$ cat config.mk
export PLATFORM = sky130hd
export DESIGN_NAME = vga_timing_gen
export DESIGN_NICKNAME = d
export VERILOG_FILES = /design/src/rtl/vga_timing_gen.sv
export SDC_FILE = /design/constraint.sdc
export NUM_CORES = 1
export LEC_CHECK = 0
export BUFFER_PORTS_ARGS = -buffer_cell sky130_fd_sc_hd__buf_2
export CORE_UTILIZATION = 51
export CTS_CLUSTER_DIAMETER = 60
export DETAILED_ROUTE_END_ITERATION = 10
export PLACE_DENSITY = 0.75
export SLEW_MARGIN = 20
export SYNTH_ARGS = -nofsm -noshare
export SYNTH_HDL_FRONTEND = slang
export SYNTH_SLANG_ARGS = --single-unit
$ cat constraint.sdc
create_clock -name clk -period 1.9 [get_ports clk]
set_input_delay 0.285 -clock clk [delete_from_list [all_inputs] [get_ports clk]]
set_output_delay 0.285 -clock clk [all_outputs]
set_load 0.02 [all_outputs]
$ cat src/rtl/vga_timing_gen.sv
// Parametrised VGA raster timing generator: pixel/line counters with registered sync, de and end flags.
// Optional frame counter output is enabled by defining VGA_TIMING_FRAME_CNT_EN.
module vga_timing_gen #(
  parameter int H_VISIBLE  = 640,
  parameter int H_FRONT    = 16,
  parameter int H_SYNC     = 96,
  parameter int H_BACK     = 48,
  parameter int V_VISIBLE  = 480,
  parameter int V_FRONT    = 10,
  parameter int V_SYNC     = 2,
  parameter int V_BACK     = 33,
  parameter bit H_SYNC_POL = 1'b0,
  parameter bit V_SYNC_POL = 1'b0,
  parameter int CW         = 10
) (
  input  logic          clk,
  input  logic          arst_n,
  input  logic          en,
  output logic [CW-1:0] h_count,
  output logic [CW-1:0] v_count,
  output logic          hsync,
  output logic          vsync,
  output logic          de,
  output logic          line_end,
  output logic          frame_end
`ifdef VGA_TIMING_FRAME_CNT_EN
  ,
  output logic [15:0]   frame_cnt
`endif
);

  localparam int H_TOTAL = H_VISIBLE + H_FRONT + H_SYNC + H_BACK;
  localparam int V_TOTAL = V_VISIBLE + V_FRONT + V_SYNC + V_BACK;

  if ((H_VISIBLE < 1) || (H_FRONT < 1) || (H_SYNC < 1) || (H_BACK < 1)) begin : g_bad_h_span
    $error("vga_timing_gen: every horizontal span must be at least 1");
  end
  if ((V_VISIBLE < 1) || (V_FRONT < 1) || (V_SYNC < 1) || (V_BACK < 1)) begin : g_bad_v_span
    $error("vga_timing_gen: every vertical span must be at least 1");
  end
  if (longint'(H_TOTAL - 1) >= (longint'(1) << CW)) begin : g_bad_h_width
    $error("vga_timing_gen: H_TOTAL-1 does not fit in CW bits");
  end
  if (longint'(V_TOTAL - 1) >= (longint'(1) << CW)) begin : g_bad_v_width
    $error("vga_timing_gen: V_TOTAL-1 does not fit in CW bits");
  end

  // All boundaries are strictly below the totals, so they fit in CW bits.
  localparam logic [CW-1:0] H_LAST   = CW'(H_TOTAL - 1);
  localparam logic [CW-1:0] V_LAST   = CW'(V_TOTAL - 1);
  localparam logic [CW-1:0] H_VIS    = CW'(H_VISIBLE);
  localparam logic [CW-1:0] V_VIS    = CW'(V_VISIBLE);
  localparam logic [CW-1:0] HS_START = CW'(H_VISIBLE + H_FRONT);
  localparam logic [CW-1:0] HS_END   = CW'(H_VISIBLE + H_FRONT + H_SYNC);
  localparam logic [CW-1:0] VS_START = CW'(V_VISIBLE + V_FRONT);
  localparam logic [CW-1:0] VS_END   = CW'(V_VISIBLE + V_FRONT + V_SYNC);

  logic [CW-1:0] h_q, h_d;
  logic [CW-1:0] v_q, v_d;
  logic          hsync_q, hsync_d;
  logic          vsync_q, vsync_d;
  logic          de_q, de_d;
  logic          line_end_q, line_end_d;
  logic          frame_end_q, frame_end_d;
  logic          frame_wrap;

  always_comb begin
    h_d = h_q;
    v_d = v_q;
    if (h_q == H_LAST) begin
      h_d = '0;
      v_d = (v_q == V_LAST) ? '0 : v_q + 1'b1;
    end else begin
      h_d = h_q + 1'b1;
    end
  end

  assign frame_wrap = (h_q == H_LAST) && (v_q == V_LAST);

  // Decoding the next-state counters keeps every flag aligned with the counter it describes.
  always_comb begin
    hsync_d     = ((h_d >= HS_START) && (h_d < HS_END)) ? H_SYNC_POL : ~H_SYNC_POL;
    vsync_d     = ((v_d >= VS_START) && (v_d < VS_END)) ? V_SYNC_POL : ~V_SYNC_POL;
    de_d        = (h_d < H_VIS) && (v_d < V_VIS);
    line_end_d  = (h_d == H_LAST);
    frame_end_d = (h_d == H_LAST) && (v_d == V_LAST);
  end

  always_ff @(posedge clk or negedge arst_n) begin
    if (!arst_n) begin
      h_q         <= '0;
      v_q         <= '0;
      hsync_q     <= ~H_SYNC_POL;
      vsync_q     <= ~V_SYNC_POL;
      de_q        <= 1'b0;
      line_end_q  <= 1'b0;
      frame_end_q <= 1'b0;
    end else if (en) begin
      h_q         <= h_d;
      v_q         <= v_d;
      hsync_q     <= hsync_d;
      vsync_q     <= vsync_d;
      de_q        <= de_d;
      line_end_q  <= line_end_d;
      frame_end_q <= frame_end_d;
    end
  end

  assign h_count   = h_q;
  assign v_count   = v_q;
  assign hsync     = hsync_q;
  assign vsync     = vsync_q;
  assign de        = de_q;
  assign line_end  = line_end_q;
  assign frame_end = frame_end_q;

`ifdef VGA_TIMING_FRAME_CNT_EN
  logic [15:0] frame_cnt_q, frame_cnt_d;

  always_comb begin
    frame_cnt_d = frame_cnt_q;
    if (frame_wrap) begin
      frame_cnt_d = frame_cnt_q + 16'd1;
    end
  end

  always_ff @(posedge clk or negedge arst_n) begin
    if (!arst_n) begin
      frame_cnt_q <= 16'd0;
    end else if (en) begin
      frame_cnt_q <= frame_cnt_d;
    end
  end

  assign frame_cnt = frame_cnt_q;
`else
  logic unused_frame_wrap;
  assign unused_frame_wrap = frame_wrap;
`endif

endmodule

Yosys cells after proc, flatten, opt, wreduce, memory -nomap -nowiden
Cells that the tools add are included.

storage, ports and cells
  input bits = 3
  bits in registers = 25
  output and inout port bits = 25

operators by class
  add/sub/neg operators = 2
  reductions and logical operators = 4
  mux-type cells = 5
  $lt $le $gt $ge = 6
  equality and inequality tests = 4

operators by type and width
  operator                                                            number
  == test 10 bit, second input constant                               4
  two-way mux 10 bit                                                  3
  adder 10 x 1 -> 10 bit, second input constant                       2
  < comparator 10 bit, second input constant                          2
  < comparator 10 x 9 -> 1 bit, second input constant                 2
  greater-or-equal comparator 10 bit, second input constant           1
  greater-or-equal comparator 10 x 9 -> 1 bit, second input constant  1
  logical AND 1 bit                                                   4
  two-way mux 1 bit                                                   2

Depth between registers and ports, before layout
Gate-level depths: netlist of the first run.

  depth after elaboration = 6
  mapped depth = 9
  gate-level depth less buffers = 8

Worst setup path before layout of the first run
No wires, ideal clock.

  path kind = flip-flop to flip-flop
  start = register h_q[1], in the netlist h_count[1]
  end = register de_q, in the netlist de
  buffers on the path = 1
  library setup time = 0.139 ns
  data arrival time = 2.135 ns
  required time = 1.761 ns
  stages on the path, launching flop included = 9
  path slack = -0.375 ns
  cell sequence = dfrtp_1 ha_1 and4_4 buf_6 and4_4 nand4_2 xnor2_2 nor4_2 o32ai_1

on the way
  cells in the longest elaborated chain, start to end = 4

RTL lines
  what                                                                 line  source
  start: declaration                                                   58    logic [CW-1:0] h_q, h_d;
  start signal: assignment                                             91    h_q <= '0;
  start signal: assignment                                             99    h_q <= h_d;
  adder 10 x 1 -> 10 bit or == test 10 bit (tied branches)             --
  two-way mux 10 bit                                                   70    if (h_q == H_LAST) begin
  < comparator 10 bit or < comparator 10 x 9 -> 1 bit (tied branches)  84    de_d = (h_d < H_VIS) && (v_d < V_VIS);
  logical AND 1 bit *                                                  84
  end signal: assignment                                               95    de_q <= 1'b0;
  end signal: assignment                                               103   de_q <= de_d;
  end: declaration                                                     62    logic de_q, de_d;

Mark *: on every way between the ends. The rest lies on a longest branch, timed or not.
A chain may end at the register's enable or synchronous reset.

Worst setup path in the final report of the first run
Same ends and word-level chain as after synthesis.

==> summary.md, run 1 <==
| Metric | Value |
|---|---|
| Switching Fraction | `roughly two fifths` |
| P per Cell Area | `736 nW/um^2` |
| Total grt overflow | `0` |
| IO buf count | `27` |
| Num rows | `21` |
| Slew margin rel. | `between 60% and 70%` |
| Vias/cell | `between 5 and 6` |
| Drt total wl | `4710 um` |
| RSZ-0062 raised after global routing | `yes` |
| Core ar. | `3360 um^2` |
| TritonRoute pass-1 iters | `4` |
| CP Max Fanout | `7` |
| Die X | `around 61 um` |
| FF+latch area | `632 um^2` |
| Metal2 WL | `around 2300 um` |
| Uppermost routed layer | `met4` |
| Final design utilization | `between 60 and 70%` |
| Critical Path RT | `2.12 ns` |
| Clock latency on the worst-skew pair | `approximately 0.33 ns` |
| Total Nets Final | `270` |
| Failing checks | `negative setup slack` |
| Initial Util | `53.4%` |
| IR drop worst, VDD | `0.324 mV` |
| Fillers | `approximately 320` |
| Sequential area share after synthesis | `35.0%` |
| Power Total | `between 1.5 and 2 mW` |
| Synthesized area | `approximately 1800 um^2` |
| CP arrival | `between 2 and 2.5 ns` |
| Tightest Pin Transition | `~0.6 ns` |
| First-pass GRT wire length | `about 7300 um` |
| Largest net degree at the start of global routing | `26` |
| Setup ws final | `-0.0594 ns` |
| CP Class | `reg2reg` |
| Synth area leaders | `dfrtp_1, xnor2_1, o21ai_0, nand2_1, nand3_1` |
| Post-synth top cells | `dfrtp_1, nand2_1, o21ai_0` |
| Post-synth top flop | `dfrtp_1` |
| Synth async-reset ratio | `between 90% and 100%` |
| Most numerous cell in the Yosys netlist | `dfrtp_1` |
| Syn_area_per_cell | `between 8 and 9 um^2` |
| Routability Congestion | `just under 0.9` |
| Clock Tree Buf Depth | `2` |
| GRT Total Usage | `around a quarter` |
| Final hold vios | `0` |
| Post-Route M1 WL | `~2100 um` |
| Clock period minus final worst setup slack | `between 1.5 and 2 ns` |
| Post-synth top area share | `about 32%` |
| Clk_skew | `between 0.008 and 0.009 ns` |
| Via count | `roughly 1800` |
| Vias in the first global route | `1569` |
| Setup crit end kind | `flip-flop` |
| Clock transition at path regs | `roughly 0.15 ns` |
| Nets in the synthesized netlist | `212` |
| FMAX | `a little over 500 MHz` |
| Final Setup Violations | `3` |
| Met3 Wirelength | `180 um` |
| Routed len/inst | `15.3 um` |
| Syn Inst Count | `205` |
| Leading area contributor after synthesis | `dfrtp_1` |
| Outcome | `complete, but fails checks` |
| EDFF count, synth | `0` |
| Hold Crit Class | `in2reg` |
| CTS H-tree depth | `1` |
| Die height | `61.4 um` |
| LEAKAGE | `just under 1 nW` |
| Pint | `between 1 and 1.5 mW` |
| Seq cells post-synth | `25` |
| Switch Pwr | `roughly 670 uW` |
| Clock network power share | `between 10% and 20%` |
| Comb power frac | `45.0%` |
| Die area | `approximately 3800 um^2` |
| Area occupied by multi-input gates | `around 1100 um^2` |
| Share of cells above drive strength 1 | `between 30% and 40%` |
| DRT iter0 DRCs | `about 110` |
| Yosys warning count | `0` |
| Final worst path period share | `103%` |
| Synth unique cells | `57` |
| DP HPWL | `about 3400 um` |
| Clk root buf | `clkbuf_4` |
| Final Slew Violations | `0` |
| Clock sink count | `25` |
| Diodes inserted | `0` |
| Drt drc | `0` |
| TritonCTS Buffers | `3` |
| Initial antenna violation count | `0` |
| Worst setup SP type | `flip-flop` |
| Syn-to-layout area delta | `27.3%` |
| Max Cap Violations | `0` |
| Sequential power share | `40.1%` |
| Final antenna-violating net count | `0` |
| Num ports | `28` |
| TritonCTS clock tree | `yes` |
## cell families after synthesis
kind of cell | synth area share [%]
AO/OA/AOI/OAI | 16.9
XOR/XNOR | 7.24
adder cells (fa/ha/maj) | 2.79
buffers and inverters | 7.66
flip-flops | 35.0
multiplexers | 1.74
AND/OR/NAND/NOR | 28.7
## worst paths after layout
| kind | from | endpoint | slack (ns) | cells after the start |
|---|---|---|---|---|
| setup / recovery | h_count[1]$_DFFE_PN0P_ | de$_DFFE_PN0P_ | -0.06 | 7 |
| hold / removal | en | line_end$_DFFE_PN0P_ | 0.31 | 4 |
| setup reg to reg | h_count[1]$_DFFE_PN0P_ | de$_DFFE_PN0P_ | -0.06 | 7 |
| hold reg to reg | hsync$_DFFE_PN1P_ | hsync$_DFFE_PN1P_ | 0.50 | 2 |
| max in group asynchronous | arst_n | h_count[0]$_DFFE_PN0P_ | 1.02 | 2 |
| min in group asynchronous | arst_n | h_count[5]$_DFFE_PN0P_ | 0.46 | 2 |
## sequential cells by signal, summed over array words and instances (netlist names)
name       cells
h_count       10
v_count       10
de             1
frame_end      1
hsync          1
line_end       1
vsync          1
## power groups by stage
stage	Clock (mW)	Sequential, mW	Combinational, mW
2_1_floorplan	0	0.757	0.401
3_3_place_gp	0	0.680	0.708
3_5_place_dp	0	0.684	0.713
4_1_cts	0.250	0.672	0.738
5_1_grt	0.278	0.683	0.832
6_report	0.251	0.675	0.758
## through the flow
step	cells	setup TNS (ns)	cell area [um^2]	hold slack [ns]	setup slack (ns)
after floorplan	205	-0.320	1820	-0.0106	-0.151
after global placement	298	0	2160	0.305	0.00760
after detailed placement	298	-0.107	2160	0.317	-0.0540
after CTS	306	0	2230	0.315	0.00145
after global routing	308	-0.297	2290	0.336	-0.122
final	308	-0.0941	2290	0.313	-0.0594
## worst max-delay path, stage by stage, from the launching register on
cell,delay (ns)
dfrtp_2,0.42
ha_4,0.14
and4_4,0.25
and4_4,0.30
nand4_4,0.14
xnor2_4,0.18
nor4_4,0.30
o32ai_1,0.13
## placed cells by master (no fill, tap or decap), types with 3 or more instances in the layout
master     n
buf_4     39
buf_2     27
nand2_1   20
dfrtp_1   20
o21ai_0   16
nor2_1    15
nand3_1   15
xnor2_1   10
inv_1      9
nand4_1    8
a21oi_1    5
o211ai_1   4
a31oi_1    4
nor2b_1    3
o31ai_1    3
ha_1       3
clkbuf_4   3
dfrtp_2    3
## cell type report
type / instances / area share [%]
well taps: 46 / 2.52
flip-flops and latches: 25 / 27.6
multi-input cells: 157 / 48.0
inverters: 9 / 1.48
clock inverters: 1 / 0.219
clock buffers: 3 / 0.985
repair buffers: 67 / 19.1
## repair_timing
item,CTS,global route
pin swaps,3,6
endpoints found under the hold margin,23,0
buffers inserted,3,2
gates cloned,0,0
setup endpoints to repair,3,3
resized for setup,3,6
hold buffers,1,0
## metal layers
metal  GRT usage [%]  vias to the layer above
met1            33.9                      866
met4            8.57                        0
li1                -                      866
met2            46.7                       55
met5               0                        -
met3            2.52                        9
No activity file was read; power rests on OpenSTA's default activity.
==> run 2: changes to the inputs <==
- GPL_TIMING_DRIVEN: not set -> 0
- REMOVE_ABC_BUFFERS: not set -> 1
==> run 2 against run 1 <==
  * The flow still finishes with violations (negative setup slack)
  * Largest power group is now sequential cells
  * Clock-buffer cell count unchanged
  * Final cell count down 7.8%
  * Utilization down 5.2 points
  * Clock power down 6%
  * Sequential power up 15%
  * Register-to-register slack about the same
  * Worst hold slack better by 0.054 ns
  * Maximum frequency about the same
  * Global-route usage down 3.1 points
  * First-iteration DRC count up 12%
  * Die area unchanged
==> summary.md, run 2 (same netlist as run 1, synthesis figures left out) <==
| Metric | Value |
|---|---|
| Outcome | `complete, but fails checks` |
| Failing checks | `negative setup slack` |
| Hold Crit Class | `in2reg` |
| Syn-to-layout area delta | `17.6%` |
| Die X | `61.4 um` |
| CTS H-tree depth | `1` |
| Core ar. | `3360 um^2` |
| Clock period minus final worst setup slack | `1.96 ns` |
| Routability Congestion | `about 0.88` |
| Share of cells above drive strength 1 | `around a third` |
| LEAKAGE | `roughly 0.86 nW` |
| Clock transition at path regs | `~0.14 ns` |
| Setup crit end kind | `flip-flop` |
| Num ports | `28` |
| Most common cell after layout, fill and taps aside | `buf_2` |
| Via count | `between 1500 and 2000` |
| RSZ-0062 raised after global routing | `yes` |
| Clk root buf | `clkbuf_4` |
| FMAX | `slightly above 500 MHz` |
| First-pass GRT wire length | `approximately 6500 um` |
| Setup ws final | `-0.0613 ns` |
| TritonRoute pass-1 iters | `4` |
| Largest net degree at the start of global routing | `26` |
| TritonCTS clock tree | `yes` |
| TritonCTS Buffers | `3` |
| P per Cell Area | `about 730 nW/um^2` |
| Worst setup SP type | `flip-flop` |
| Total grt overflow | `0` |
| Vias/cell | `about 5.9` |
| Total Nets Final | `~250` |
| Final Non-Filler Cells | `roughly 280` |
| GRT Total Usage | `between 20% and 30%` |
| Tightest Pin Transition | `~0.56 ns` |
| DRT iter0 DRCs | `between 100 and 150` |
| Initial antenna violation count | `0` |
| Initial Util | `between 50% and 60%` |
| Slew margin rel. | `62.5%` |
| Routed len/inst | `14.5 um` |
| Met3 Wirelength | `roughly 180 um` |
| Final design utilization | `62.8%` |
| Num rows | `21` |
| Clock latency on the worst-skew pair | `approximately 0.32 ns` |
| Clk_skew | `0.0126 ns` |
| Final Setup Violations | `3` |
| CP Max Fanout | `7` |
| Final Slew Violations | `0` |
| Diodes inserted | `0` |
| Die area | `approximately 3800 um^2` |
| Commonest non-fill, non-tap cells in the layout | `buf_2, nand2_1, o21ai_0` |
| DP HPWL | `between 2000 and 3000 um` |
| Final antenna-violating net count | `0` |
| Uppermost routed layer | `met4` |
| Max Cap Violations | `0` |
| IR drop worst, VDD | `between 0.3 and 0.4 mV` |
| Power Total | `roughly 1.5 mW` |
| Drt drc | `0` |
| # placed instances | `between 200 and 300` |
| Die height | `slightly above 60 um` |
| Final hold vios | `0` |
| IO buf count | `27` |
| Final worst path period share | `103%` |
| CP arrival | `about 2.2 ns` |
| Critical Path RT | `~2.1 ns` |
| Vias in the first global route | `between 1000 and 1500` |
| CP Class | `reg2reg` |
| Setup TNS | `-0.136 ns` |
| Fillers | `297` |
| Post-Route M1 WL | `1890 um` |
| Metal2 WL | `just under 2000 um` |
| Drt total wl | `~4100 um` |
| Clock Tree Buf Depth | `2` |
| Clock sink count | `25` |
## run 2: metal layers
layer  vias to the layer above  global-route usage, %
met1                       790                   30.4
met4                         0                   9.21
met2                        49                   39.6
met5                         -                      0
li1                        816                      -
met3                        10                   2.52
## run 2: worst paths after layout
check                                  startpoint  slack [ns]                     end  depth (start not counted)
max reg2reg                h_count[0]$_DFFE_PN0P_       -0.06          de$_DFFE_PN0P_                          7
min reg2reg                     vsync$_DFFE_PN1P_        0.51       vsync$_DFFE_PN1P_                          2
max in group asynchronous                  arst_n        1.01  v_count[2]$_DFFE_PN0P_                          2
min in group asynchronous                  arst_n        0.47  h_count[5]$_DFFE_PN0P_                          2
min                                            en        0.37       vsync$_DFFE_PN1P_                          3
max                        h_count[0]$_DFFE_PN0P_       -0.06          de$_DFFE_PN0P_                          7
## run 2: power by group
part           leakage [nW]  internal [mW]  switching, mW
Combinational         0.532          0.236          0.298
Clock                0.0177         0.0787          0.159
Sequential            0.305          0.608          0.165
## run 2: cell type report
cell class / count / area (um^2) / area share, %
clock buffers: 3 / 22.5 / 1.07
clock inverters: 1 / 5.00 / 0.237
inverters: 9 / 33.8 / 1.60
multi-input cells: 157 / 1100 / 51.9
flip-flops and latches: 25 / 639 / 30.3
well taps: 46 / 57.6 / 2.72
repair buffers: 43 / 258 / 12.2
## run 2: stage by stage
step	hold slack (ns)	instance area (um^2)	worst slack [ns]
after CTS	0.351	2060	-0.0589
after floorplan	-0.0106	1690	-0.387
final	0.367	2110	-0.0613
after detailed placement	0.314	1890	-0.513
after global routing	0.386	2110	-0.145
after global placement	0.312	1890	-0.484
## run 2: repair_timing
item / CTS / global route
hold buffers: 1 / 0
endpoints found under the setup margin: 14 / 7
hold endpoints to repair: 23 / 0
setup buffers: 12 / 3
pin swaps: 11 / 4
gates resized for setup: 14 / 9
## run 2: worst max-delay path, stage by stage, from the launching register on
cell and delay [ns]:
dfrtp_1 0.42, ha_4 0.17, and4_4 0.25, and4_4 0.30, nand3_2 0.09, xor2_1 0.17
nor4_2 0.33, o32ai_1 0.12
==> run 3: changes to the inputs <==
- BUFFER_PORTS_ARGS: -buffer_cell sky130_fd_sc_hd__buf_2 -> not set
- CORE_UTILIZATION: 51 -> 57
- DONT_BUFFER_PORTS: not set -> 1
- PLACE_DENSITY: 0.75 -> 0.74
==> run 3 against run 2 <==
  * The run still ends with negative setup slack left
  * Via count shrank 5.6%
  * First-iteration DRC count shrank 16%
  * Sequential power grew 13%
  * Total power shrank 5.3%
  * Final area shrank 5.5%
  * Non-clock buffer count shrank 30
  * Clock skew shrank 0.0069 ns
  * Sequential share of layout area grew 1.8 points
  * Setup slack lost 0.22 ns
  * Utilization grew 3.1 points
  * Largest power group unchanged
  * Highest routed layer unchanged
==> summary.md, run 3 (same netlist as run 1, synthesis figures left out) <==
| Metric | Value |
|---|---|
| Outcome | `complete, but fails checks` |
| Failing checks | `negative setup slack` |
| Final Slew Violations | `0` |
| Setup crit end kind | `flip-flop` |
| Initial antenna violation count | `0` |
| Routed len/inst | `16.3 um` |
| CP Max Fanout | `8` |
| CTS H-tree depth | `1` |
| RSZ-0062 raised after global routing | `yes` |
| Initial Util | `around three fifths` |
| CP arrival | `around 2.4 ns` |
| Drt total wl | `a little over 4000 um` |
| FMAX | `roughly 460 MHz` |
| Family with the most delay on the worst path | `simple AND/OR/NAND/NOR gates` |
| Clock Tree Buf Depth | `2` |
| Syn-to-layout area delta | `11.1%` |
| TritonRoute pass-1 iters | `4` |
| Tightest Pin Transition | `0.595 ns` |
| Fillers | `approximately 240` |
| Max Cap Violations | `0` |
| Die height | `58.1 um` |
| Setup ws final | `-0.283 ns` |
| Share of cells above drive strength 1 | `between 20 and 25%` |
| IR drop worst, VDD | `roughly 0.40 mV` |
| Final worst path period share | `115%` |
| Total Nets Final | `around 220` |
| Worst-path cell chain | `ha_4, and4_4, and4_4, nand4_4, xnor2_4, nor4_4, o32ai_1` |
| Clk root buf | `clkbuf_4` |
| Num ports | `28` |
| IO buf count | `0` |
| Final antenna-violating net count | `0` |
| Diodes inserted | `0` |
| Clk_skew | `around 0.0056 ns` |
| Clock sink count | `25` |
| Die area | `around 3400 um^2` |
| TritonCTS clock tree | `yes` |
| DP Area | `between 1500 and 2000 um^2` |
| TritonCTS Buffers | `3` |
| DRT iter0 DRCs | `107` |
| Worst reg2reg path depth | `7` |
| Max incr delay on CP | `about 0.53 ns` |
| Hold Crit Class | `in2reg` |
| Final hold vios | `0` |
| LEAKAGE | `about 0.73 nW` |
| Drt drc | `0` |
| Critical Path RT | `roughly 2.1 ns` |
| Final Setup Violations | `7` |
| Commonest non-fill, non-tap cells in the layout | `nand2_1, o21ai_0, nand3_1, dfrtp_1, nor2_1` |
| CP bufs+invs | `0` |
| Clock latency on the worst-skew pair | `between 0.3 and 0.4 ns` |
| First-pass GRT wire length | `6510 um` |
| Num rows | `20` |
| Die X | `between 50 and 60 um` |
| Largest net degree at the start of global routing | `26` |
| Crit path top cell by count | `and4_4` |
| Slew margin rel. | `60.4%` |
| Total grt overflow | `0` |
| Post-route cell area | `roughly 2000 um^2` |
| P per Cell Area | `732 nW/um^2` |
| Worst setup SP type | `flip-flop` |
| CP Class | `reg2reg` |
| Min-Delay Path Depth | `1` |
| Clock period minus final worst setup slack | `about 2.2 ns` |
| GRT Total Usage | `24.6%` |
| DP HPWL | `approximately 2700 um` |
| Vias in the first global route | `roughly 1400` |
| Slowest cell on crit path | `dfrtp_2` |
| Routability Congestion | `approximately 0.90` |
| Core ar. | `3030 um^2` |
| # placed instances | `about 240` |
| Vias/cell | `6.23` |
| Final Non-Filler Cells | `roughly 250` |
| Via count | `roughly 1600` |
| Levels on crit path | `7` |
| Clock transition at path regs | `around 0.13 ns` |
| Most common cell after layout, fill and taps aside | `nand2_1` |
run 3: changes by cell type in the layout (fill, tap and decap cells not counted), sizes merged:
cell / change
buf: -30
clkbuf: +1
clkinv: -1
run 3: what timing repair did:
action	CTS	global route
resized for setup	14	17
endpoints found under the hold margin	25	0
pin swaps	10	9
endpoints found under the setup margin	18	16
buffers inserted	10	2
hold buffers	2	0
run 3: per-stage QoR:
| step | worst slack [ns] | TNS (ns) | power (mW) | util [%] | hold WS (ns) |
|---|---|---|---|---|---|
| final | -0.283 | -0.954 | 1.46 | 66.0 | 0.0137 |
| after floorplan | -0.387 | -1.31 | 1.07 | - | -0.0106 |
| after global placement | -0.608 | -4.31 | 1.14 | 57.7 | -0.0101 |
| after CTS | -0.213 | -0.782 | 1.46 | 63.4 | 0.00827 |
| after detailed placement | -0.644 | -5.12 | 1.15 | 57.7 | -0.0100 |
| after global routing | -0.374 | -2.02 | 1.55 | 66.0 | 0.00232 |
run 3: cell type report:
class	count	area (um^2)	area share, %
Clock buffer	4	26.3	1.32
Sequential cell	25	639	32.0
Timing Repair Buffer	13	128	6.39
Inverter	9	33.8	1.69
Multi-Input combinational cell	157	1110	55.8
Tap cell	44	55.1	2.76
run 3: per-layer routing:
metal	wire, um	up-vias	GRT usage (%)
met5	0	-	0
met4	57	0	10.9
met3	223	7	4.46
met2	2100	42	41.5
met1	1730	764	30.7
li1	-	758	-
run 3: worst paths after layout:
path	startpoint	endpoint	slack, ns
setup / recovery	h_count[1]$_DFFE_PN0P_	de$_DFFE_PN0P_	-0.28
max in group asynchronous	arst_n	vsync$_DFFE_PN1P_	1.29
min in group asynchronous	arst_n	h_count[6]$_DFFE_PN0P_	0.38
hold reg to reg	hsync$_DFFE_PN1P_	hsync$_DFFE_PN1P_	0.55
hold / removal	en	hsync$_DFFE_PN1P_	0.01
setup reg to reg	h_count[1]$_DFFE_PN0P_	de$_DFFE_PN0P_	-0.28
run 3: power breakdown:
part / switching, mW / internal, mW / total (mW)
combinational: 0.170 / 0.177 / 0.347
sequential: 0.273 / 0.604 / 0.877
clock: 0.156 / 0.0822 / 0.238
total: 0.599 / 0.863 / 1.46
run 3: worst register-to-register path, stage by stage, from the launching register on:
cell	delay, ns
dfrtp_2	0.53
ha_4	0.18
and4_4	0.26
and4_4	0.28
nand4_4	0.16
xnor2_4	0.20
nor4_4	0.35
o32ai_1	0.12
